**src/rtl/fifo_ptr_pkg.sv**
```systemverilog
// Pointer helpers shared by the write- and read-side async FIFO pointer generators.
// Functions work on zero-extended vectors; callers truncate to their pointer width.
package fifo_ptr_pkg;

    localparam int unsigned MAX_PTR_W = 32;

    typedef logic [MAX_PTR_W-1:0] ptr_t;

    // One extra bit beyond the address distinguishes full from empty.
    function automatic int unsigned PTR_W(input int unsigned addr_w);
        return addr_w + 1;
    endfunction

    function automatic ptr_t bin2gray(input ptr_t b);
        return (b >> 1) ^ b;
    endfunction

    function automatic ptr_t gray2bin(input ptr_t g);
        ptr_t b;
        b[MAX_PTR_W-1] = g[MAX_PTR_W-1];
        for (int i = MAX_PTR_W - 2; i >= 0; i--) begin
            b[i] = b[i+1] ^ g[i];
        end
        return b;
    endfunction

endpackage

```
**src/rtl/gray_wptr_gen_if.sv**
```systemverilog
// Write-side pointer bundle between user logic / RAM / CDC and the Gray pointer generator.
interface gray_wptr_gen_if #(
    parameter int unsigned ADDR_W = 4
);
    import fifo_ptr_pkg::*;

    localparam int unsigned PW = PTR_W(ADDR_W);

    logic              inc;
    logic [PW-1:0]     rgray_sync;
    logic [ADDR_W-1:0] waddr;
    logic [PW-1:0]     wgray;
    logic              full;
    logic              almost_full;
    logic [PW-1:0]     wlevel;
    logic              overflow;

    modport master (
        input  inc, rgray_sync,
        output waddr, wgray, full, almost_full, wlevel, overflow
    );

    modport slave (
        output inc, rgray_sync,
        input  waddr, wgray, full, almost_full, wlevel, overflow
    );

endinterface

```
**src/rtl/gray_to_bin_n.sv**
```systemverilog
// Combinational N-bit Gray-to-binary decoder (XOR prefix from the MSB down).
module gray_to_bin_n
    import fifo_ptr_pkg::*;
#(
    parameter int unsigned N = 5
) (
    input  logic [N-1:0] gray,
    output logic [N-1:0] bin
);

    ptr_t gray_ext;
    ptr_t bin_ext;

    assign gray_ext = ptr_t'(gray);
    assign bin_ext  = gray2bin(gray_ext);
    assign bin      = bin_ext[N-1:0];

endmodule

```
**src/rtl/gray_wptr_gen.sv**
```systemverilog
// Async FIFO write pointer: binary counter published as a registered Gray pointer,
// with full / almost_full / level computed against the synchronised read pointer.
module gray_wptr_gen
    import fifo_ptr_pkg::*;
#(
    parameter int unsigned ADDR_W   = 4,
    parameter int unsigned AF_LEVEL = 12
) (
    input  logic                  clk,
    input  logic                  rst_n,
    gray_wptr_gen_if.master       bus
);

    localparam int unsigned       PW     = PTR_W(ADDR_W);
    localparam logic [PW-1:0]     AF_LVL = PW'(AF_LEVEL);

    logic [PW-1:0] wbin_q, wgray_q, wlevel_q;
    logic          full_q, almost_full_q, overflow_q;

    logic          accepted;
    logic [PW-1:0] bnext, gnext, rbin, wlevel_d, rgray_full;
    logic          full_d, almost_full_d;

    gray_to_bin_n #(
        .N (PW)
    ) u_rptr_dec (
        .gray (bus.rgray_sync),
        .bin  (rbin)
    );

    assign accepted = bus.inc & ~full_q;
    assign bnext    = wbin_q + PW'(accepted);
    assign gnext    = (bnext >> 1) ^ bnext;

    // Full when the writer is exactly one lap ahead: top two Gray bits inverted, rest equal.
    assign rgray_full    = {~bus.rgray_sync[PW-1:PW-2], bus.rgray_sync[PW-3:0]};
    assign full_d        = (gnext == rgray_full);
    assign wlevel_d      = bnext - rbin;
    assign almost_full_d = (wlevel_d >= AF_LVL);

    always_ff @(posedge clk or negedge rst_n) begin
        if (!rst_n) begin
            wbin_q        <= '0;
            wgray_q       <= '0;
            wlevel_q      <= '0;
            full_q        <= 1'b0;
            almost_full_q <= 1'b0;
            overflow_q    <= 1'b0;
        end else begin
            wbin_q        <= bnext;
            wgray_q       <= gnext;
            wlevel_q      <= wlevel_d;
            full_q        <= full_d;
            almost_full_q <= almost_full_d;
            overflow_q    <= bus.inc & full_q;
        end
    end

    assign bus.waddr       = wbin_q[ADDR_W-1:0];
    assign bus.wgray       = wgray_q;
    assign bus.full        = full_q;
    assign bus.almost_full = almost_full_q;
    assign bus.wlevel      = wlevel_q;
    assign bus.overflow    = overflow_q;

endmodule

```
**src/flat_wrapper.sv**
```systemverilog
// flat-port wrapper written by rule: the top's interface ports become plain ports
module gray_wptr_gen_flat import fifo_ptr_pkg::*;
#(
    parameter int unsigned ADDR_W   = 4,
    parameter int unsigned AF_LEVEL = 12
)
  (clk, rst_n, bus_inc, bus_rgray_sync, bus_waddr, bus_wgray, bus_full, bus_almost_full, bus_wlevel, bus_overflow);
  gray_wptr_gen_if #(.ADDR_W(ADDR_W)) bus_i ();
  input  logic clk;
  input  logic rst_n;
  input wire logic [$bits(bus_i.inc)-1:0] bus_inc;
  input wire logic [$bits(bus_i.rgray_sync)-1:0] bus_rgray_sync;
  output wire logic [$bits(bus_i.waddr)-1:0] bus_waddr;
  output wire logic [$bits(bus_i.wgray)-1:0] bus_wgray;
  output wire logic [$bits(bus_i.full)-1:0] bus_full;
  output wire logic [$bits(bus_i.almost_full)-1:0] bus_almost_full;
  output wire logic [$bits(bus_i.wlevel)-1:0] bus_wlevel;
  output wire logic [$bits(bus_i.overflow)-1:0] bus_overflow;
  assign bus_i.inc = bus_inc;
  assign bus_i.rgray_sync = bus_rgray_sync;
  assign bus_waddr = bus_i.waddr;
  assign bus_wgray = bus_i.wgray;
  assign bus_full = bus_i.full;
  assign bus_almost_full = bus_i.almost_full;
  assign bus_wlevel = bus_i.wlevel;
  assign bus_overflow = bus_i.overflow;
  gray_wptr_gen #(.ADDR_W(ADDR_W), .AF_LEVEL(AF_LEVEL)) u_core (.clk(clk), .rst_n(rst_n), .bus(bus_i));
endmodule
```
**config.mk**
```make
export PLATFORM = sky130hd
export DESIGN_NAME = gray_wptr_gen_flat
export DESIGN_NICKNAME = d
export VERILOG_FILES = /design/src/rtl/fifo_ptr_pkg.sv /design/src/rtl/gray_wptr_gen_if.sv /design/src/rtl/gray_to_bin_n.sv /design/src/rtl/gray_wptr_gen.sv /design/src/flat_wrapper.sv
export SDC_FILE = /design/constraint.sdc
export NUM_CORES = 1
export LEC_CHECK = 0
export BUFFER_PORTS_ARGS = -buffer_cell sky130_fd_sc_hd__buf_2
export CORE_ASPECT_RATIO = 0.9
export CORE_MARGIN = 2
export CORE_UTILIZATION = 54
export CTS_CLUSTER_SIZE = 16
export DETAILED_ROUTE_END_ITERATION = 16
export PLACE_DENSITY = 0.92
export SYNTH_ARGS = -nofsm -noshare
export SYNTH_HDL_FRONTEND = slang
export SYNTH_HIERARCHICAL = 1
export SYNTH_SLANG_ARGS = --single-unit
export TNS_END_PERCENT = 50
```
**constraint.sdc**
```tcl
create_clock -name clk -period 6.6 [get_ports clk]
set_input_delay 0.66 -clock clk [delete_from_list [all_inputs] [get_ports clk]]
set_output_delay 0.66 -clock clk [all_outputs]
set_load 0.02 [all_outputs]
```
# --- Word-level counts from Yosys, hierarchy flattened ---
# Index checks and enable logic that the tools add are counted.
totals:
  register_bits: 18
  latch_bits: 0
  ramBits: 0
  romBits: 0
  in_bits: 8
  output_inout_bits: 17
  elab_cells: 19
  memories: 0
classes:
  addsub: 2
  n_mul: 0
  div: 0
  magnitude_cmp: 1
  eq_ne: 1
  n_shift: 0
  mux: 0
  bitwise: 9
  n_reduce_logical: 0
op_table:
  columns: ["cell", "n"]
  rows:
  - ["5-bit by 1-bit adder with 5-bit output", 1]
  - ["5-bit == test", 1]
  - ["5-bit by 4-bit >= comparator with 1-bit output (second input constant)", 1]
  - ["5-bit subtractor", 1]
  - ["4-bit by 5-bit bitwise XOR with 5-bit output", 1]
  - ["1-bit bitwise XOR", 4]
  - ["1-bit bitwise AND", 2]
  - ["2-bit NOT", 1]
  - ["1-bit NOT", 1]

# --- Logic depth before layout (Yosys ltp) ---
depth:
  depth_word: 6
  ltp_mapped: 10
  depth_no_buf: 10

# --- Cells and area by module ---
# The synthesis kept the hierarchy.
by_module_without_submodules:
  columns: ["module", "instances", "cells_per_inst", "area_per_inst_um2", "seq_area_each_um2"]
  rows:
  - ["gray_wptr_gen", 1, 75, 875.8, 425.4]
  - ["gray_to_bin_n", 1, 6, 72.6, 0.0]

# --- Least setup slack after synthesis ---
# Ideal clock, no wire load.
synth_path:
  path_type: "input port to flip-flop"
  startpoint: "input bus_inc"
  endpoint: "register u_core.almost_full_q, in the netlist u_core/bus.almost_full"
  setup_time_ps: 116
  t_arrival_ps: 2463
  required_ps: 6484
  setup_slack_ps: 4022
  path_stages: 8
  n_path_buf: 0
  path_cell_list: "nor2b_1 > ha_1 > ha_1 > inv_1 > fa_1 > xnor2_1 > xnor2_1 > o311ai_0"
synth_between:
  elab_chain_len: 4
synth_rtl:
  columns: ["item", "line_no", "source"]
  rows:
  - ["from (decl)", "flat_wrapper.sv:11", "input wire logic [$bits(bus_i.inc)-1:0] bus_inc;"]
  - ["1-bit bitwise AND", "gray_wptr_gen.sv:31", "assign accepted = bus.inc & ~full_q;"]
  - ["5-bit by 1-bit adder with 5-bit output", "gray_wptr_gen.sv:32", "assign bnext = wbin_q + PW'(accepted);"]
  - ["named net u_core.bnext[1]", "gray_wptr_gen.sv:21", "logic [PW-1:0] bnext, gnext, rbin, wlevel_d, rgray_full;"]
  - ["5-bit subtractor", "gray_wptr_gen.sv:38", "assign wlevel_d = bnext - rbin;"]
  - ["5-bit by 4-bit >= comparator with 1-bit output", "gray_wptr_gen.sv:39", "assign almost_full_d = (wlevel_d >= AF_LVL);"]
  - ["named net u_core.almost_full_d", "gray_wptr_gen.sv:22", "logic full_d, almost_full_d;"]
  - ["to (signal assigned)", "gray_wptr_gen.sv:54", "almost_full_q <= almost_full_d;"]
  - ["to (decl)", "gray_wptr_gen.sv:18", "logic full_q, almost_full_q, overflow_q;"]
# The timed path passes the listed nets, and every way through them passes these cells.

# --- Final worst setup path ---
layout_path:
  startpoint: "input bus_rgray_sync[3]"
  endpoint: "register u_core.almost_full_q, in the netlist u_core/bus.almost_full"
layout_between:
  elab_chain_len: 6
layout_rtl:
  columns: ["item", "line_no", "source"]
  rows:
  - ["from (decl)", "flat_wrapper.sv:12", "input wire logic [$bits(bus_i.rgray_sync)-1:0] bus_rgray_sync;"]
  - ["1-bit bitwise XOR", "fifo_ptr_pkg.sv:22", "b[i] = b[i+1] ^ g[i];"]
  - ["named net u_core.rbin[3]", "gray_wptr_gen.sv:21", null]
  - ["1-bit bitwise XOR (3 in a row)", "fifo_ptr_pkg.sv:22", null]
  - ["named net u_core.rbin[0]", "gray_wptr_gen.sv:21", null]
  - ["5-bit subtractor", "gray_wptr_gen.sv:38", null]
  - ["5-bit by 4-bit >= comparator with 1-bit output", "gray_wptr_gen.sv:39", null]
  - ["named net u_core.almost_full_d", "gray_wptr_gen.sv:22", null]
# The timed path passes the listed nets, and every way through them passes these cells.

==> out/results.txt <==
Post-CTS resize count - 0
Layout area overhead - 17.9%
CP Data Arrival Time - 2.81 ns
Number of synthesized flops with an enable pin - 0
Layout Skew - 0.00321 ns
Peak VDD IR - 301 uV
Max Fclk - 376 MHz
Post-synthesis cell type count - 26
Vias in the first global route - 623
Yosys top cell by area - dfrtp_1
CTS Sinks - 17
Ant. Diodes - 0
Gpl congestion - 0.797
Die ar. - 2110 sq um
Vias per cell - 5.00
Skew-Pair Late Insertion Delay - 0.29 ns
Mapped Avg Cell Area - 11.7 sq um
Initial antenna violation count - 0
Reg-to-reg slack, setup - 4.18 ns
Slew Limit Fails - 0
Top-count cell post-synth - dfrtp_1
Remaining antenna violation count - 0
Fin. Hold Viols - 0
GR Overflow Total - 0
Height of the chip - 43.8 microns
Post-route DRC - 0
Design area - 1120 sq um
Clk pin slew, worst setup/hold paths - 0.10 ns
Path type of the worst setup path - in2reg
Critical Path RT - 6.75 ns
Wirelength, routed - 1730 microns
Initial Util - 57.0%
Worst-margin pin slew - 0.389 ns
Most common library cells after synthesis - dfrtp_1 (17), inv_1 (12), xnor2_1 (10)
Ports - 25
Total GRT Usage - 19.8%
Final min period - 2.66 ns
H-tree depth - 1
Outcome - finished clean
Max-Cap Viols - 0
Synthesized Nets - 95
Slew headroom - 74.0%
Pwr/cell area - 591 nW/um^2
Most used DFF post-synth - dfrtp_1
Placed Instances - 128
First-pass GRT wire length - 2740 microns
Setup violators final - 0
Yosys reg bits - 17
Buffers on Ports - 24
Post-route setup slack - 3.94 ns
Largest cells by area after synthesis - dfrtp_1 (45%), xnor2_1 (9.2%), ha_1 (6.6%), xor2_1 (5.5%), inv_1 (4.7%)
Dpl ws - 3.67 ns
CTS Buffer Depth - 2
CP startpoint kind - input pin
Post-synthesis cell count - 81
Clk Tree Root Cell - clkbuf_4
Final net count - 123
Vias - 660
Routed len/inst - 13.1 microns
Setup bufs post-CTS - 0
Sequential fraction of the synthesis area - 44.9%
Syn. warnings - 6
Worst hold path type - in2async
DPL Wire Length - 1370 microns
LEAKAGE - 0.581 nW
Iteration count of the initial detailed-routing pass - 4
TritonCTS clock tree - yes
Fin crit share - 40.3%
CP endpoint kind - flip-flop
Layout cells sized above 1 - 28.7%
Placed cell area - 1090 sq um
Row Count - 14
Post-synthesis cell area - 948 sq um
Final Non-Filler Cells - 132
RSZ-0062 raised after global routing - false
Core area - 1660 sq um
Post-synth top area share - 44.9%
Die width - 48.2 microns
Final setup TNS - 0 ns
Post-synth ARST share - 100%
First DRT Iteration DRCs - 11
Largest net degree at the start of global routing - 18
Num CTS Buffers - 3
Crit Path Max Fanout - 4
Hold slack - 0.271 ns
# hold bufs at CTS - 0
-- where the power goes --
group,internal [mW],total [mW],leakage [nW],switching (mW)
sequential,0.160,0.185,0.203,0.0254
clock,0.0225,0.0541,0.0177,0.0316
combinational,0.171,0.422,0.360,0.251
total,0.353,0.661,0.581,0.308
-- per-layer routing --
| metal | up-vias | part of all wire, % | global-route usage, % |
|---|---|---|---|
| li1 | 316 | - | - |
| met3 | 4 | 4.0 | 3.75 |
| met1 | 319 | 42 | 23.3 |
| met2 | 21 | 52 | 31.1 |
| met5 | - | 0 | 0 |
| met4 | 0 | 1.9 | 14.1 |
-- worst paths after layout --
kind | depth (start not counted) | startpoint | to
setup / recovery | 8 | bus_rgray_sync[3] | u_core/bus.almost_full$_DFF_PN0_
hold / removal | 1 | rst_n | u_core/wbin_q[0]$_DFF_PN0_
setup reg to reg | 8 | u_core/bus.full$_DFF_PN0_ | u_core/bus.almost_full$_DFF_PN0_
hold reg to reg | 1 | u_core/bus.full$_DFF_PN0_ | u_core/bus.overflow$_DFF_PN0_
max in group asynchronous | 1 | rst_n | u_core/bus.wgray[1]$_DFF_PN0_
min in group clk | 1 | u_core/bus.full$_DFF_PN0_ | u_core/bus.overflow$_DFF_PN0_
-- registers in the layout, summed over array words and instances, names as in the netlist --
name	count
u_core/bus.almost_full	1
u_core/bus.full	1
u_core/bus.overflow	1
u_core/bus.wgray	4
u_core/bus.wlevel	5
u_core/wbin_q	5
-- metrics by stage --
step | total power [mW] | utilization, %
final | 0.661 | 67.2
after global routing | 0.720 | 67.2
after CTS | 0.665 | 67.2
after detailed placement | 0.606 | 65.6
after global placement | 0.584 | 65.6
after floorplan | 0.497 | -
-- worst max-delay path: stages --
cell and delay [ns]:
buf_2 0.13, xor2_2 0.33, xnor3_1 0.40, ha_1 0.23, fa_1 0.42, a211oi_1 0.33, or3_1 0.20, o311ai_0 0.12
-- cell usage in the layout (no fill, tap or decap) --
cell       n
buf_2     24
dfrtp_1   17
inv_1     12
xnor2_1   10
xor2_1     6
ha_1       5
nand3_1    4
clkbuf_4   3
or3_1      3
nand2_1    3
nor2b_1    2
xnor3_1    2
o21ai_0    2
clkinv_2   1
xnor2_2    1
a211oi_1   1
o31ai_1    1
o21bai_1   1
nand2b_1   1
a21oi_1    1
and3_1     1
nor2_1     1
and2_1     1
xor3_1     1
a221oi_2   1
o311ai_0   1
fa_1       1
xor2_2     1
-- kinds of logic (layout without fill, tap and decap cells) --
logic type / Yosys count / count (layout) / synth area share, %
AOI/OAI and AO/OA: 8 / 8 / 6.46
xor gates and xnor gates: 21 / 21 / 25.5
adders and majority gates: 6 / 6 / 8.71
buffers and inverters: 13 / 40 / 5.54
DFF: 17 / 17 / 44.9
and+or+nand+nor: 16 / 16 / 8.97
-- cell type report --
type | instances | area (sq um)
clock buffer | 3 | 22.5
sequential | 17 | 425
tap | 24 | 30.0
timing repair buffer | 24 | 120
clock inverter | 1 | 5.00
fill | 112 | 546
multi-input combinational | 51 | 470
inverter | 12 | 45.0
Note: power is estimated with default switching activity, not from simulation.
